$ cat src/rtl/rf_pkg.sv
// Shared widths and types for the register-file writeback path.
package rf_pkg;
    localparam int XLEN  = 32;
    localparam int AW    = 5;
    localparam int NREGS = 32;

    typedef logic [AW-1:0]   rf_addr_t;
    typedef logic [XLEN-1:0] rf_data_t;
endpackage

$ cat src/rtl/rr_arbiter.sv
// Combinational round-robin arbiter: the search begins just after the last winner.
module rr_arbiter #(
    parameter int N_REQ = 3,
    localparam int PW   = (N_REQ > 1) ? $clog2(N_REQ) : 1
) (
    input  logic [N_REQ-1:0] valid_i,
    input  logic [PW-1:0]    ptr_i,
    output logic [N_REQ-1:0] grant_o,
    output logic [PW-1:0]    idx_o,
    output logic             any_o
);

    logic [PW-1:0] candIdx;

    // Walk from ptr+1 around to ptr; the first valid requester found wins.
    always_comb begin
        grant_o = '0;
        idx_o   = '0;
        any_o   = 1'b0;
        candIdx = '0;
        for (int off = 1; off <= N_REQ; off++) begin
            candIdx = PW'((int'(ptr_i) + off) % N_REQ);
            if (!any_o && valid_i[candIdx]) begin
                any_o            = 1'b1;
                grant_o[candIdx] = 1'b1;
                idx_o            = candIdx;
            end
        end
    end

endmodule

$ cat src/rtl/rf_wb_scheduler.sv
// Arbitrates the register file write port among writeback requesters and
// tracks destinations that were reserved at issue but not yet written.
module rf_wb_scheduler
    import rf_pkg::*;
#(
    parameter int N_REQ = 3
) (
    input  logic                  clk,
    input  logic                  reset,
    input  logic [N_REQ-1:0]      req_valid,
    input  logic [N_REQ*AW-1:0]   req_addr,
    input  logic [N_REQ*XLEN-1:0] req_data,
    output logic [N_REQ-1:0]      req_ready,
    input  logic                  rsv_valid,
    input  logic [AW-1:0]         rsv_addr,
    input  logic [AW-1:0]         chk_addr1,
    input  logic [AW-1:0]         chk_addr2,
    output logic                  busy1,
    output logic                  busy2,
    output logic                  rf_reg_wr,
    output logic [AW-1:0]         rf_waddr,
    output logic [XLEN-1:0]       rf_wdata
);

    localparam int PW = (N_REQ > 1) ? $clog2(N_REQ) : 1;

    logic [PW-1:0]    ptr_q, ptr_d;
    logic [PW-1:0]    gntIdx;
    logic [N_REQ-1:0] grant;
    logic             gntAny;
    logic             xfer;
    rf_addr_t         xferAddr;
    rf_data_t         xferData;

    logic             wr_q, wr_d;
    rf_addr_t         waddr_q, waddr_d;
    rf_data_t         wdata_q, wdata_d;
    logic             clrValid_q, clrValid_d;
    rf_addr_t         clrAddr_q, clrAddr_d;
    logic [NREGS-1:0] busy_q, busy_d;

    rr_arbiter #(.N_REQ(N_REQ)) u_arb (
        .valid_i (req_valid),
        .ptr_i   (ptr_q),
        .grant_o (grant),
        .idx_o   (gntIdx),
        .any_o   (gntAny)
    );

    // Grants are suppressed while reset is held so nothing is accepted then.
    assign req_ready = reset ? '0 : grant;
    assign xfer      = gntAny && !reset;
    assign xferAddr  = req_addr[int'(gntIdx)*AW +: AW];
    assign xferData  = req_data[int'(gntIdx)*XLEN +: XLEN];

    // A write clears its busy bit one edge after issue, once the register file
    // has captured it; a reservation on that same edge takes precedence.
    always_comb begin
        ptr_d      = xfer ? gntIdx : ptr_q;
        wr_d       = xfer && (xferAddr != '0);
        waddr_d    = xfer ? xferAddr : waddr_q;
        wdata_d    = xfer ? xferData : wdata_q;
        clrValid_d = xfer;
        clrAddr_d  = xfer ? xferAddr : clrAddr_q;
        busy_d     = busy_q;
        if (clrValid_q) begin
            busy_d[clrAddr_q] = 1'b0;
        end
        if (rsv_valid && (rsv_addr != '0)) begin
            busy_d[rsv_addr] = 1'b1;
        end
    end

    always_ff @(posedge clk or posedge reset) begin
        if (reset) begin
            ptr_q      <= PW'(N_REQ - 1);
            wr_q       <= 1'b0;
            waddr_q    <= '0;
            wdata_q    <= '0;
            clrValid_q <= 1'b0;
            clrAddr_q  <= '0;
            busy_q     <= '0;
        end else begin
            ptr_q      <= ptr_d;
            wr_q       <= wr_d;
            waddr_q    <= waddr_d;
            wdata_q    <= wdata_d;
            clrValid_q <= clrValid_d;
            clrAddr_q  <= clrAddr_d;
            busy_q     <= busy_d;
        end
    end

    assign busy1     = (chk_addr1 != '0) && busy_q[chk_addr1];
    assign busy2     = (chk_addr2 != '0) && busy_q[chk_addr2];
    assign rf_reg_wr = wr_q;
    assign rf_waddr  = waddr_q;
    assign rf_wdata  = wdata_q;

endmodule
$ cat config.mk
export PLATFORM = sky130hd
export DESIGN_NAME = rf_wb_scheduler
export DESIGN_NICKNAME = d
export VERILOG_FILES = /design/src/rtl/rf_pkg.sv /design/src/rtl/rr_arbiter.sv /design/src/rtl/rf_wb_scheduler.sv
export SDC_FILE = /design/constraint.sdc
export NUM_CORES = 1
export LEC_CHECK = 0
export BUFFER_PORTS_ARGS = -buffer_cell sky130_fd_sc_hd__buf_2
export CAP_MARGIN = 15
export CORE_MARGIN = 2
export CORE_UTILIZATION = 35
export DETAILED_ROUTE_END_ITERATION = 6
export GPL_TIMING_DRIVEN = 0
export PLACE_DENSITY = 0.65
export RECOVER_POWER = 100
export SKIP_CTS_REPAIR_TIMING = 1
export SYNTH_ARGS = -nofsm -noshare
export SYNTH_HDL_FRONTEND = slang
export SYNTH_SLANG_ARGS = --single-unit
$ cat constraint.sdc
create_clock -name clk -period 5.71 [get_ports clk]
set_clock_uncertainty 0.2 [all_clocks]
set_input_delay 0.2855 -clock clk [delete_from_list [all_inputs] [get_ports clk]]
set_output_delay 0.2855 -clock clk [all_outputs]
set_load 0.02 [all_outputs]
==> impl_metrics.ini, run 1 <==
[status]
status = finished with violations
violations = max-capacitance violations, max-slew violations

[route]
wl_per_cell_um = 17.7
dr.pass1.iters = 4
drc_errors = 0
drt_wl_total_um = 14000
drt_iter0_drc = 284
vias = 4262
drt-vias-per-instance = 5.38
antenna_left = 0

[setup_path]
worstSetupEndpointType = flip-flop
cp.required_ns = 5.70
arrival_ns = 3.59
cp_max_fo = 10
critPathKind = reg -> reg
cp-start-kind = flip-flop

[global_routing]
globalRoute.totalOverflow = 0
track_usage = 0.202
grt_pass1_wl_um = 22200
grt_pass1_vias = 4456
grt_max_degree = 73
antenna_found_initial = 0

[yosys]
ys_ff_latch = 72
yosys.area.top_type = dfrtp_1
yosys_warnings = 0
syn_avg_cell_area_um2 = 10.4
ys.flop_type = dfrtp_1
synth_edf_count = 0
synthesis.instances = 434
synth_top_area_share = 0.395
ys_top_cells_by_count = dfrtp_1 (71), o21ai_0 (71), nor2_1 (38)
synth_area_um2 = 4500
synth_cell_type_count = 47
ys_top_cells_by_area = dfrtp_1 (39%), mux4_2 (9.0%), mux2i_1 (8.2%)
synthArstFlopShare = 1.00
ys_seq_area_frac = 0.400
syn_nets = 570

[cells_and_area]
syn2layout_area_growth_pct = 29.3
layout.nets = 751
final_cells = 792
drive_gt1_frac = 0.315
fillerInstances = 1237
diodes = 0

[floorplan]
die_h_um = 117
core_um2 = 12600
start_util = 0.358
io_pins = 175
die_width_um = 117
rows = 41
die_area_um2 = 13800

[timing]
maxSlewHeadroom = -1.13
tightestPinTransition_ns = 3.18
min_period_ns = 3.60
fin_crit_sh = 0.630
rsz0062_at_grt = no
final_hold_viol_count = 0
whs_ns = 0.0927
setup_viol = 0
fmax_mhz = 278
finalMaxSlewViolations = 73
fin_tns_setup_ns = 0

[placed_design]
post-dp-hpwl_um = 10700
portBuffers = 170
dp.cells = 776
gp_congestion = 0.869

[pwr]
power.leakage_uw = 0.00263
ir_worst_vdd_uv = 332
power.density_nw_per_um2 = 629

[flow_run]
cap_violations = 1

[clock_tree]
cts.sinks = 72
cts_buffer_depth = 2
clk_latency_ns = 0.33
cts_tree = built
cts_root_buf = clkbuf_16
clkTransAtPathRegs_ns = 0.06
cts_buffers = 9
htree_num_levels = 3

[min_path]
hp-class = in -> reg
path summary, 6_finish.rpt:
check / startpoint / endpoint / slack [ns] / depth (start not counted)
worst max-delay path: ptr_q[1]$_DFFE_PP1P_ / clrAddr_q[4]$_DFFE_PP0P_ / 2.11 / 10
worst min-delay path: req_addr[11] / clrAddr_q[1]$_DFFE_PP0P_ / 0.09 / 3
worst max register to register: ptr_q[1]$_DFFE_PP1P_ / clrAddr_q[4]$_DFFE_PP0P_ / 2.11 / 10
worst min register to register: rf_wdata[22]$_DFFE_PP0P_ / rf_wdata[22]$_DFFE_PP0P_ / 0.28 / 1
max in group asynchronous: reset / busy_q[21]$_DFF_PP0_ / 3.19 / 2
min in group asynchronous: reset / rf_wdata[25]$_DFFE_PP0P_ / 0.69 / 2
per-layer routing:
| layer | global-route usage | up-vias | part of all wire |
|---|---|---|---|
| met5 | 0 | - | 0 |
| met4 | 0.0941 | 0 | 0.029 |
| met3 | 0.0423 | 33 | 0.074 |
| met2 | 0.356 | 204 | 0.50 |
| met1 | 0.235 | 2040 | 0.40 |
| li1 | - | 1985 | - |
where the power goes:
group,internal [uW],leakage [uW],switching (uW)
Clock,382,0.000148,225
Sequential,763,0.000821,173
Combinational,901,0.00166,1220
Total,2050,0.00263,1620
worst max-delay path, cell delays in order (launching register included):
cell and delay, ns:
dfstp_1 0.57, inv_1 0.08, ha_1 0.19, clkbuf_1 0.22, mux2_1 0.40, o21ai_0 0.24, a31o_2 0.19, clkbuf_1 0.30
clkbuf_1 0.47, clkbuf_1 0.42, o21ai_0 0.17
final cells by class:
class | instances | area [um^2] | share of cell area
Clock buffer | 9 | 225 | 0.0387
Sequential cell | 72 | 1800 | 0.310
Buffer | 32 | 198 | 0.0339
Timing Repair Buffer | 170 | 796 | 0.137
Tap cell | 172 | 215 | 0.0369
Clock inverter | 7 | 96.3 | 0.0165
Multi-Input combinational cell | 324 | 2470 | 0.424
Inverter | 6 | 23.8 | 0.00408
registers in the layout (all words and copies together), names as in the netlist:
name / flops
busy_q: 31
clrValid_q: 1
ptr_q: 2
rf_wdata: 32
rf_reg_wr: 1
clrAddr_q: 5
cell families after synthesis:
| family | count (synthesis) | share of synthesized area |
|---|---|---|
| DFF | 72 | 0.400 |
| AOI/OAI and AO/OA | 162 | 0.235 |
| muxes | 65 | 0.199 |
| buffers and inverters | 38 | 0.0517 |
| and+or+nand+nor | 93 | 0.103 |
| adders and majority gates | 4 | 0.0111 |
layout by cell type, fill, tap and decap left out, types with 9 or more instances in the layout:
cell         n
a21o_1      34
nor2_1      38
clkbuf_16    9
mux2i_1     37
o21ai_0     72
buf_2      131
dfrtp_1     71
nand2_1     19
nand3b_1    12
mux4_2      18
clkbuf_1    65
a211oi_1    33
through the flow:
stage / worst slack (ns) / utilization / power, uW / instance area, um^2
2_1_floorplan: 3.13 / - / 2500 / 4500
3_3_place_gp: 2.54 / 0.443 / 3050 / 5570
3_5_place_dp: 2.80 / 0.443 / 3120 / 5570
4_1_cts: 2.70 / 0.469 / 3730 / 5890
5_1_grt: 1.89 / 0.463 / 3910 / 5820
6_report: 2.11 / 0.463 / 3660 / 5820
(Power assumes the default switching activity.)
==> inputs of run 2 (changes only) <==
PLACE_DENSITY = 0.67   (was 0.65)
clock period = 3.08 ns   (was 5.71 ns; I/O delays follow)
==> impl_metrics.ini, run 2 (synthesis gave the netlist of run 1 again) <==
[status]
status = finished with violations
violations = design-rule violations, max-capacitance violations

[floorplan]
rows = 41
die_h_um = 117
die_area_um2 = 13800
start_util = 0.358
die_width_um = 117
core_um2 = 12600
io_pins = 175

[timing]
maxSlewHeadroom = 0.0138
fin_crit_sh = 0.941
rsz0062_at_grt = no
final_hold_viol_count = 0
setup_viol = 0
tightestPinTransition_ns = 1.48
fin_tns_setup_ns = 0
finalMaxSlewViolations = 0
min_period_ns = 2.90
whs_ns = 0.0289
fmax_mhz = 345

[pwr]
power.leakage_uw = 0.00267
power.density_nw_per_um2 = 1150
ir_worst_vdd_uv = 585

[clock_tree]
clkTransAtPathRegs_ns = 0.05
htree_num_levels = 3
cts.sinks = 72
cts_buffer_depth = 2
cts_buffers = 9
clk_latency_ns = 0.32
cts_root_buf = clkbuf_16
cts_tree = built

[setup_path]
slowest_delay_ns = 0.55
reg2reg_slack_ns = 0.18
cp_max_fo = 10
cp-start-kind = flip-flop
cp.required_ns = 3.06
worstSetupEndpointType = flip-flop
critPathKind = reg -> reg
crit_chain = inv_1 -> ha_1 -> buf_2 -> nand3b_1 -> o21a_2 -> a21boi_4 -> a21oi_2 -> buf_6 -> mux2_1 -> mux2i_1 -> a41oi_1
arrival_ns = 2.88
cpMaxStageDelayCell = dfstp_2

[cells_and_area]
syn2layout_area_growth_pct = 30.1
final_common_cell = buf_2
drive_gt1_frac = 0.334
final_core_util = 0.466
layout.nets = 754
largest_reg_flops = 32
design_area_um2 = 5860
mostFrequentLayoutCells = buf_2 (133), o21ai_0 (72), dfrtp_1 (71)
diodes = 0

[route]
drt-vias-per-instance = 5.30
antenna_left = 0
wl_per_cell_um = 17.1
dr.pass1.iters = 7
drt_wl_total_um = 13600
vias = 4210
drc_errors = 1
drt_iter0_drc = 246

[placed_design]
gp_congestion = 0.868
portBuffers = 170
postPlaceCellArea_um2 = 5570
post-dp-hpwl_um = 10300

[min_path]
hp-class = in -> reg

[global_routing]
track_usage = 0.195
grt_pass1_vias = 4302
grt_max_degree = 73
globalRoute.totalOverflow = 0
grt_pass1_wl_um = 21500
antenna_found_initial = 0

[flow_run]
cap_violations = 1
## run 2: cell count changes in the layout (fill, tap and decap cells not counted), sizes merged
| cell | before | now |
|---|---|---|
| clkbuf | 74 | 75 |
| clkinvlp | 4 | 0 |
| buf | 137 | 140 |
| bufinv | 2 | 1 |
| inv | 5 | 6 |
| dlygate4sd3 | 0 | 3 |
## run 2: worst max-delay path, delay by kind of cell (launching register included)
| kind | cells | cell delay, ns |
|---|---|---|
| compound gates | 4 | 0.61 |
| fa+ha+maj | 1 | 0.17 |
| buf+inv | 3 | 0.44 |
| flops | 1 | 0.55 |
| mux | 2 | 0.60 |
| simple gates | 1 | 0.17 |
## run 2: area by class of cell
type                    count  area, um^2
fillers                  1229        6710
flip-flops and latches     72        1800
clock buffers              13         260
plain buffers              32         214
clock inverters             3        40.0
well taps                 172         215
inverters                   6        22.5
repair buffers            173         828
multi-input cells         324        2470
## run 2: per-layer routing
layer	global-route usage	vias to the layer above	wire length, um
met5	0	-	0
met3	0.0399	23	990
li1	-	1989	-
met4	0.0873	0	359
met2	0.338	213	6770
met1	0.234	1985	5440
## run 2: power breakdown
| part | total [uW] | internal (uW) | switching (uW) |
|---|---|---|---|
| combinational | 3960 | 1710 | 2250 |
| clock | 1040 | 669 | 375 |
| sequential | 1730 | 1420 | 314 |
| total | 6740 | 3800 | 2940 |
## run 2: path summary, 6_finish.rpt
path / start / endpoint / cells past startpoint
min: req_addr[13] / clrAddr_q[3]$_DFFE_PP0P_ / 3
min in group asynchronous: reset / rf_wdata[29]$_DFFE_PP0P_ / 3
max reg2reg: ptr_q[1]$_DFFE_PP1P_ / rf_reg_wr$_DFF_PP0_ / 11
min reg2reg: rf_wdata[15]$_DFFE_PP0P_ / rf_wdata[15]$_DFFE_PP0P_ / 1
max in group asynchronous: reset / busy_q[17]$_DFF_PP0_ / 3
max: ptr_q[1]$_DFFE_PP1P_ / rf_reg_wr$_DFF_PP0_ / 11
## run 2: through the flow
step	total power (uW)	setup WS (ns)	cells
after global routing	7180	0.00759	795
final	6740	0.182	795
after floorplan	4630	0.496	434
after global placement	5640	0.0741	776
after CTS	6820	0.127	792
after detailed placement	5750	0.169	776
